### src/rtl/motor_move_sequencer.sv
// Relative move sequencer: command handshake, run/brake/done FSM, step counting, stall watchdog
// and signed absolute position. Define MOTOR_SEQ_REVERSE_FAULT_EN to end a move on a reverse step.
module motor_move_sequencer #(
    parameter int STEP_W       = 16,
    parameter int POS_W        = 32,
    parameter int STALL_CYCLES = 100000,
    parameter int BRAKE_CYCLES = 16
) (
    input  logic              i_clk,
    input  logic              i_rst,
    input  logic              i_cmd_valid,
    output logic              o_cmd_ready,
    input  logic [STEP_W-1:0] i_cmd_steps,
    input  logic              i_cmd_dir,
    input  logic              i_abort,
    input  logic              i_step,
    input  logic              i_polarity,
    output logic              o_motor_en,
    output logic              o_motor_dir,
    output logic              o_busy,
    output logic              o_done,
    output logic [1:0]        o_status,
    output logic [POS_W-1:0]  o_position
);

    localparam int STALL_W = $clog2(STALL_CYCLES + 1);
    localparam int BRAKE_W = $clog2(BRAKE_CYCLES + 1);
    localparam logic [STALL_W-1:0] STALL_MAX  = STALL_W'(STALL_CYCLES);
    localparam logic [STALL_W-1:0] STALL_LAST = STALL_W'(STALL_CYCLES - 1);
    localparam logic [BRAKE_W-1:0] BRAKE_LAST = BRAKE_W'(BRAKE_CYCLES - 1);

`ifdef MOTOR_SEQ_REVERSE_FAULT_EN
    localparam logic REV_FAULT_EN = 1'b1;
`else
    localparam logic REV_FAULT_EN = 1'b0;
`endif

    typedef enum logic [1:0] {S_IDLE, S_RUN, S_BRAKE, S_DONE} state_t;

    localparam logic [1:0] ST_OK      = 2'b00;
    localparam logic [1:0] ST_ABORT   = 2'b01;
    localparam logic [1:0] ST_STALL   = 2'b10;
    localparam logic [1:0] ST_REVERSE = 2'b11;

    state_t             state_q;
    logic [STEP_W-1:0]  remaining_q;
    logic [STALL_W-1:0] stall_q;
    logic [BRAKE_W-1:0] brake_q;
    logic [POS_W-1:0]   pos_q;
    logic [1:0]         status_q;
    logic               ready_q, en_q, dir_q, busy_q, done_q;

    logic fwd_step, rev_step, last_step, stall_hit, rev_fault;

    always_comb begin
        fwd_step  = i_step && (i_polarity == dir_q);
        rev_step  = i_step && !fwd_step;
        last_step = fwd_step && (remaining_q == STEP_W'(1));
        stall_hit = !i_step && (stall_q == STALL_LAST);
        rev_fault = REV_FAULT_EN && rev_step;
    end

    // NOTE: all state here is sequential, so every assignment uses <= to read pre-edge values.
    always_ff @(posedge i_clk) begin
        if (i_rst) begin
            state_q     <= S_IDLE;
            remaining_q <= '0;
            stall_q     <= '0;
            brake_q     <= '0;
            pos_q       <= '0;
            status_q    <= ST_OK;
            ready_q     <= 1'b1;
            en_q        <= 1'b0;
            dir_q       <= 1'b0;
            busy_q      <= 1'b0;
            done_q      <= 1'b0;
        end else begin
            done_q <= 1'b0;
            // Position tracks every decoded step, including coasting outside RUN.
            if (i_step) begin
                pos_q <= i_polarity ? pos_q + POS_W'(1) : pos_q - POS_W'(1);
            end

            case (state_q)
                S_IDLE: begin
                    if (i_cmd_valid) begin
                        remaining_q <= i_cmd_steps;
                        dir_q       <= i_cmd_dir;
                        status_q    <= ST_OK;
                        stall_q     <= '0;
                        ready_q     <= 1'b0;
                        busy_q      <= 1'b1;
                        if (i_cmd_steps != '0) begin
                            state_q <= S_RUN;
                            en_q    <= 1'b1;
                        end else begin
                            state_q <= S_DONE;
                            done_q  <= 1'b1;
                        end
                    end
                end

                S_RUN: begin
                    if (fwd_step) begin
                        remaining_q <= remaining_q - STEP_W'(1);
                    end
                    if (i_step) begin
                        stall_q <= '0;
                    end else if (stall_q != STALL_MAX) begin
                        stall_q <= stall_q + STALL_W'(1);
                    end
                    if (last_step || rev_fault || i_abort || stall_hit) begin
                        state_q <= S_BRAKE;
                        en_q    <= 1'b0;
                        brake_q <= '0;
                        // Completion wins over every fault raised in the same cycle.
                        if (last_step)      status_q <= ST_OK;
                        else if (rev_fault) status_q <= ST_REVERSE;
                        else if (i_abort)   status_q <= ST_ABORT;
                        else                status_q <= ST_STALL;
                    end
                end

                S_BRAKE: begin
                    if (brake_q == BRAKE_LAST) begin
                        state_q <= S_DONE;
                        done_q  <= 1'b1;
                    end else begin
                        brake_q <= brake_q + BRAKE_W'(1);
                    end
                end

                S_DONE: begin
                    state_q <= S_IDLE;
                    busy_q  <= 1'b0;
                    ready_q <= 1'b1;
                end

                default: state_q <= S_IDLE;
            endcase
        end
    end

    assign o_cmd_ready = ready_q;
    assign o_motor_en  = en_q;
    assign o_motor_dir = dir_q;
    assign o_busy      = busy_q;
    assign o_done      = done_q;
    assign o_status    = status_q;
    assign o_position  = pos_q;

endmodule
### config.mk
export PLATFORM = sky130hd
export DESIGN_NAME = motor_move_sequencer
export DESIGN_NICKNAME = d
export VERILOG_FILES = /design/src/rtl/motor_move_sequencer.sv
export SDC_FILE = /design/constraint.sdc
export NUM_CORES = 1
export LEC_CHECK = 0
export ABC_CLOCK_PERIOD_IN_PS = 4030
export CAP_MARGIN = 20
export CORE_MARGIN = 2
export CORE_UTILIZATION = 30
export DETAILED_ROUTE_END_ITERATION = 7
export GPL_TIMING_DRIVEN = 0
export PLACE_DENSITY_LB_ADDON = 0.1
export RECOVER_POWER = 25
export SYNTH_ARGS = -nofsm -noshare
export SYNTH_HDL_FRONTEND = slang
export SYNTH_SLANG_ARGS = --single-unit
### constraint.sdc
create_clock -name i_clk -period 4.03 [get_ports i_clk]
set_input_delay 0.403 -clock i_clk [delete_from_list [all_inputs] [get_ports i_clk]]
set_output_delay 0.403 -clock i_clk [all_outputs]
set_load 0.005 [all_outputs]
Yosys cells after proc, flatten, opt, wreduce, memory -nomap -nowiden:

Index checks and enable logic that the tools add are counted.

* word-level logic and storage cells: 83
* flip-flop bits (word level): 79

* equal/unequal tests: 15
* reduce and logical (&&, ||, !) cells: 19
* mux-type cells: 33
* add/subtract/negate cells: 5

Operators by type and width (number)
* $mux 17: 3
* $pmux 17 s2: 1
* $add 32x1->32 const B: 1
* $mux 16: 2
* $mux 32: 1
* $pmux 16 s2: 1
* $sub 32x1->32 const B: 1
* $add 17x1->17 const B: 1
* $eq 17x17->1 const B: 1
* $ne 17x17->1 const B: 1
* $eq 16x1->1 const B: 1
* $mux 2: 8
* $reduce_bool 16->1: 1
* $sub 16x1->16 const B: 1
* $reduce_and 3->1: 5
* $ne 2x2->1 const B: 6
* $mux 5: 2
* $pmux 5 s2: 1
* $mux 1: 8
* $pmux 1 s2: 4
* $pmux 2 s4: 1
* $reduce_bool 2->1: 3
* $add 5x1->5 const B: 1
* $eq 5x4->1 const B: 1
* other kinds (11): 16

Longest topological paths before layout:

* depth in word-level cells: 7
* gate-level depth with buffers: 12
* mapped depth without buffers: 11

Least setup slack after synthesis:

OpenSTA, ideal clock, no wires.

* kind: in2reg
* from: input i_polarity
* to: register pos_q[22], in the netlist o_position[22]
* data required time: 3.900 ns
* setup slack: 0.680 ns
* path buffers: 0
* stages: 11
* data arrival time: 3.220 ns
* cells stage by stage: inv_1 > ha_1 > nor2b_1 > o2111ai_1 > o211ai_1 > a311oi_2 > o41ai_1 > a221o_1 > a31oi_1 > xor2_1 > o22ai_1

* longest elaborated chain between the ends: 1

RTL lines
* start, declared: line 17 `input logic i_polarity,`
* $mux 32: line 81 `pos_q <= i_polarity ? pos_q + POS_W'(1) : pos_q - POS_W'(1);`
* end signal, assigned: line 81
* end, declared: line 49 `logic [POS_W-1:0] pos_q;`

No other way between the ends.
A chain may end at the register's enable or synchronous reset.

Worst setup path after layout:

Ends and elaborated chain as after synthesis.

==> impl_metrics.ini <==
[global_route]
grt_pass1_vias = 5258
grt_pass1_wl_mm = 25.96
antenna_found_initial = 0
grt_usage = 0.1626
grt_max_degree = 24
grt_overflow = 0

[layout]
nNetsFinal = 826
drive_above_1_share = 0.04172
nFillCells = 1891
stdcell_count = 996
num_antenna_cells = 0
areaGrowthSynthToFinish_pct = 22.94
stdcell_area_sq_um = 6685
regArea_sq_um = 1582
multi_input_area_sq_um = 3660

[sta]
whs_ns = 0.4706
maxSlewHeadroom = 0.4796
rsz0062_at_grt = true
finClkSkew_ns = 0.007649
fmax_mhz = 259.5
final_hold_viol_count = 0
final-max-slew-violation-count = 0
fin_crit_sh = 0.9564
finalSetupViolations = 0
finalCriticalPeriod_ns = 3.854
worstMarginPinSlew_ns = 0.7805

[synth]
synth_top_area_cell = dfxtp_1
yosysSeqAreaShare = 0.2908
synth.distinct_cells = 66
synth-edff-count = 0
yosys_register_bits = 79
synth_area_per_cell_sq_um = 7.892
async_flop_share = 0
synth.area.top_cells = dfxtp_1 29%, ha_1 9.2%, nor2_1 6.4%
synth.top_cell.area_share = 0.2908
synth_ff_type = dfxtp_1
syn_nets = 753
syn_area_sq_um = 5438
yosys_warnings = 0
netlist_instances = 689

[power_and_ir_drop]
p_leak_nw = 2.740
total_power_mw = 3.707
power_density_nw_per_um2 = 554.6
peakVddDrop_v = 0.0002213

[cts]
htreeDepth = 3
post-cts-setup-buffers = 0
clkLatencyLatePin_ns = 0.34
numCtsBuffers = 9
clockRootBuffer = clkbuf_16
cts_resized = 0
cts_tree = built
path_clk_slew_ns = 0.06
ctsHoldBuffers = 0
cts_sinks = 79
cts_buffer_depth = 2

[worst_setup_path]
crit_end = o_position[22]$_SDFFE_PP0P_
crit_arrival_ns = 4.05
rr_startpoint = o_position[0]$_SDFFE_PP0P_
ff2ff_path_depth = 11
r2r-end = o_position[22]$_SDFFE_PP0P_
required_ns = 4.23
critPathMaxFanout = 23
cp-start-kind = input pin
ff2ff_setup_slack_ns = 0.93
cp_cell_sequence = clkdlybuf4s50_1, inv_1, buf_12, ha_1, nor2b_1, o2111ai_1, o211ai_1, a311oi_4, o41ai_1, a221o_1, a31oi_1, xor2_1, o22ai_1
end_kind = register
crit_type = input pin to register
critical-path-slowest-cell = clkdlybuf4s50_1
crit_path_start = i_polarity
critical_path.max_stage_delay_ns = 0.59

[placed_design]
numPortBuffers = 61
gp_congestion = 0.8622
dp_cells = 980
dp_hpwl_mm = 11.51
dpl_cell_area_sq_um = 6355

[route]
first_iter_violations = 303
route.detailed.drc = 0
drtAntennaViolNets = 0
avgViaCountPerCell = 5.249
routed_wl_mm = 15.41
first_pass_iters = 7
detailroute.via_count = 5228
routedWlPerCell_microns = 15.48

[floorplanning]
initial_core_util = 0.3037
rows = 49
dieHeight_microns = 138.6
core_area_sq_um = 17900
dieArea_sq_um = 19220
io_pins = 62
die_w_microns = 138.6

[status]
outcome = finished, final reports clean

[hold_path]
hold_path_startpoint = o_status[0]$_SDFFE_PP0P_
hp-class = register to register

[run]
cap_violations = 0
-- worst max-delay path, delay by kind of cell --
kind,cells,cell delay [ns]
XOR/XNOR,1,0.17
AND/OR/NAND/NOR,1,0.16
buffers and inverters,3,1.13
adder cells (fa/ha/maj),1,0.35
AO/OA/AOI/OAI,7,1.83
-- synthesized netlist by cell type (2+ instances only) --
library cell	instances
a211o_1	2
a211oi_1	12
a21o_1	16
a21oi_1	59
a221oi_1	3
a22oi_1	4
a311oi_1	2
a31oi_1	7
a32oi_1	2
a41oi_1	2
and2_1	4
and3_1	13
and4_1	4
buf_1	7
clkbuf_1	26
dfxtp_1	79
ha_1	40
inv_1	22
mux2i_1	23
nand2_1	55
nand2b_1	9
nand3_1	18
nand3b_1	5
nand4_1	9
nor2_1	92
nor2b_1	9
nor3_1	7
nor4_1	6
o211ai_1	6
o21a_1	5
o21ai_0	33
o21bai_1	7
o22ai_1	13
o2bb2ai_1	6
o31ai_1	4
or2_2	3
or3_1	5
or4_1	2
xnor2_1	24
xor2_1	18
-- cells by family (layout without fill, tap and decap cells) --
logic type                 after synthesis  count (layout)  share of synthesized area
and+or+nand+nor                        252             252                     0.2273
DFF                                     79              79                     0.2908
AOI/OAI and AO/OA                      196             196                     0.2368
xor gates and xnor gates                42              42                    0.06765
buffers and inverters                   56             134                    0.03935
muxes                                   23              23                    0.04234
adders and majority gates               41              41                    0.09572
-- power by group --
part,internal (mW),total [mW],switching (mW)
Clock,0.539,0.892,0.353
Sequential,0.927,1.06,0.135
Combinational,0.736,1.75,1.02
-- cell usage in the layout, fill, tap and decap left out, types with 18 or more instances in the layout --
cell             count
nor2_1              92
dfxtp_1             79
a21oi_1             59
nand2_1             55
ha_1                40
o21ai_0             33
clkdlybuf4s50_1     32
dlygate4sd3_1       29
clkbuf_1            26
xnor2_1             24
mux2i_1             23
inv_1               22
nand3_1             18
xor2_1              18
-- layer usage --
| metal | GRT usage | wire (microns) |
|---|---|---|
| met5 | 0 | 0 |
| met4 | 0.05795 | 266 |
| met3 | 0.02555 | 581 |
| met2 | 0.2681 | 7017 |
| met1 | 0.2165 | 7549 |
-- registers in the layout, summed over array words and instances (netlist names), 2 cells and up --
signal,count
remaining_q,16
brake_q,5
stall_q,17
o_status,2
o_position,32
state_q,2
-- stage by stage --
| step | util | setup TNS, ns | worst slack [ns] |
|---|---|---|---|
| 2_1_floorplan | - | 0 | 0.6802 |
| 3_3_place_gp | 0.3539 | -6.786 | -0.8026 |
| 3_5_place_dp | 0.3550 | -0.9442 | -0.3065 |
| 4_1_cts | 0.3724 | 0 | 0.03998 |
| 5_1_grt | 0.3734 | -0.006106 | -0.006106 |
| 6_report | 0.3734 | 0 | 0.1758 |
-- layout make-up --
| type | count | area share |
|---|---|---|
| Multi-Input combinational cell | 554 | 0.5474 |
| Clock inverter | 7 | 0.01310 |
| Buffer | 34 | 0.01965 |
| Inverter | 22 | 0.01235 |
| Tap cell | 229 | 0.04286 |
| Timing Repair Buffer | 62 | 0.09433 |
| Sequential cell | 79 | 0.2366 |
| Clock buffer | 9 | 0.03369 |
-- worst min-delay path by stage --
stage / end / depth (start not counted)
after global placement: o_status[0]$_SDFFE_PP0P_ / 2
after floorplan: stall_q[8]$_SDFFE_PP0P_ / 2
final: o_status[0]$_SDFFE_PP0P_ / 2
after global routing: o_status[0]$_SDFFE_PP0P_ / 2
after detailed placement: o_status[0]$_SDFFE_PP0P_ / 2
after CTS: o_status[0]$_SDFFE_PP0P_ / 2
Note: power is estimated with default switching activity, not from simulation.
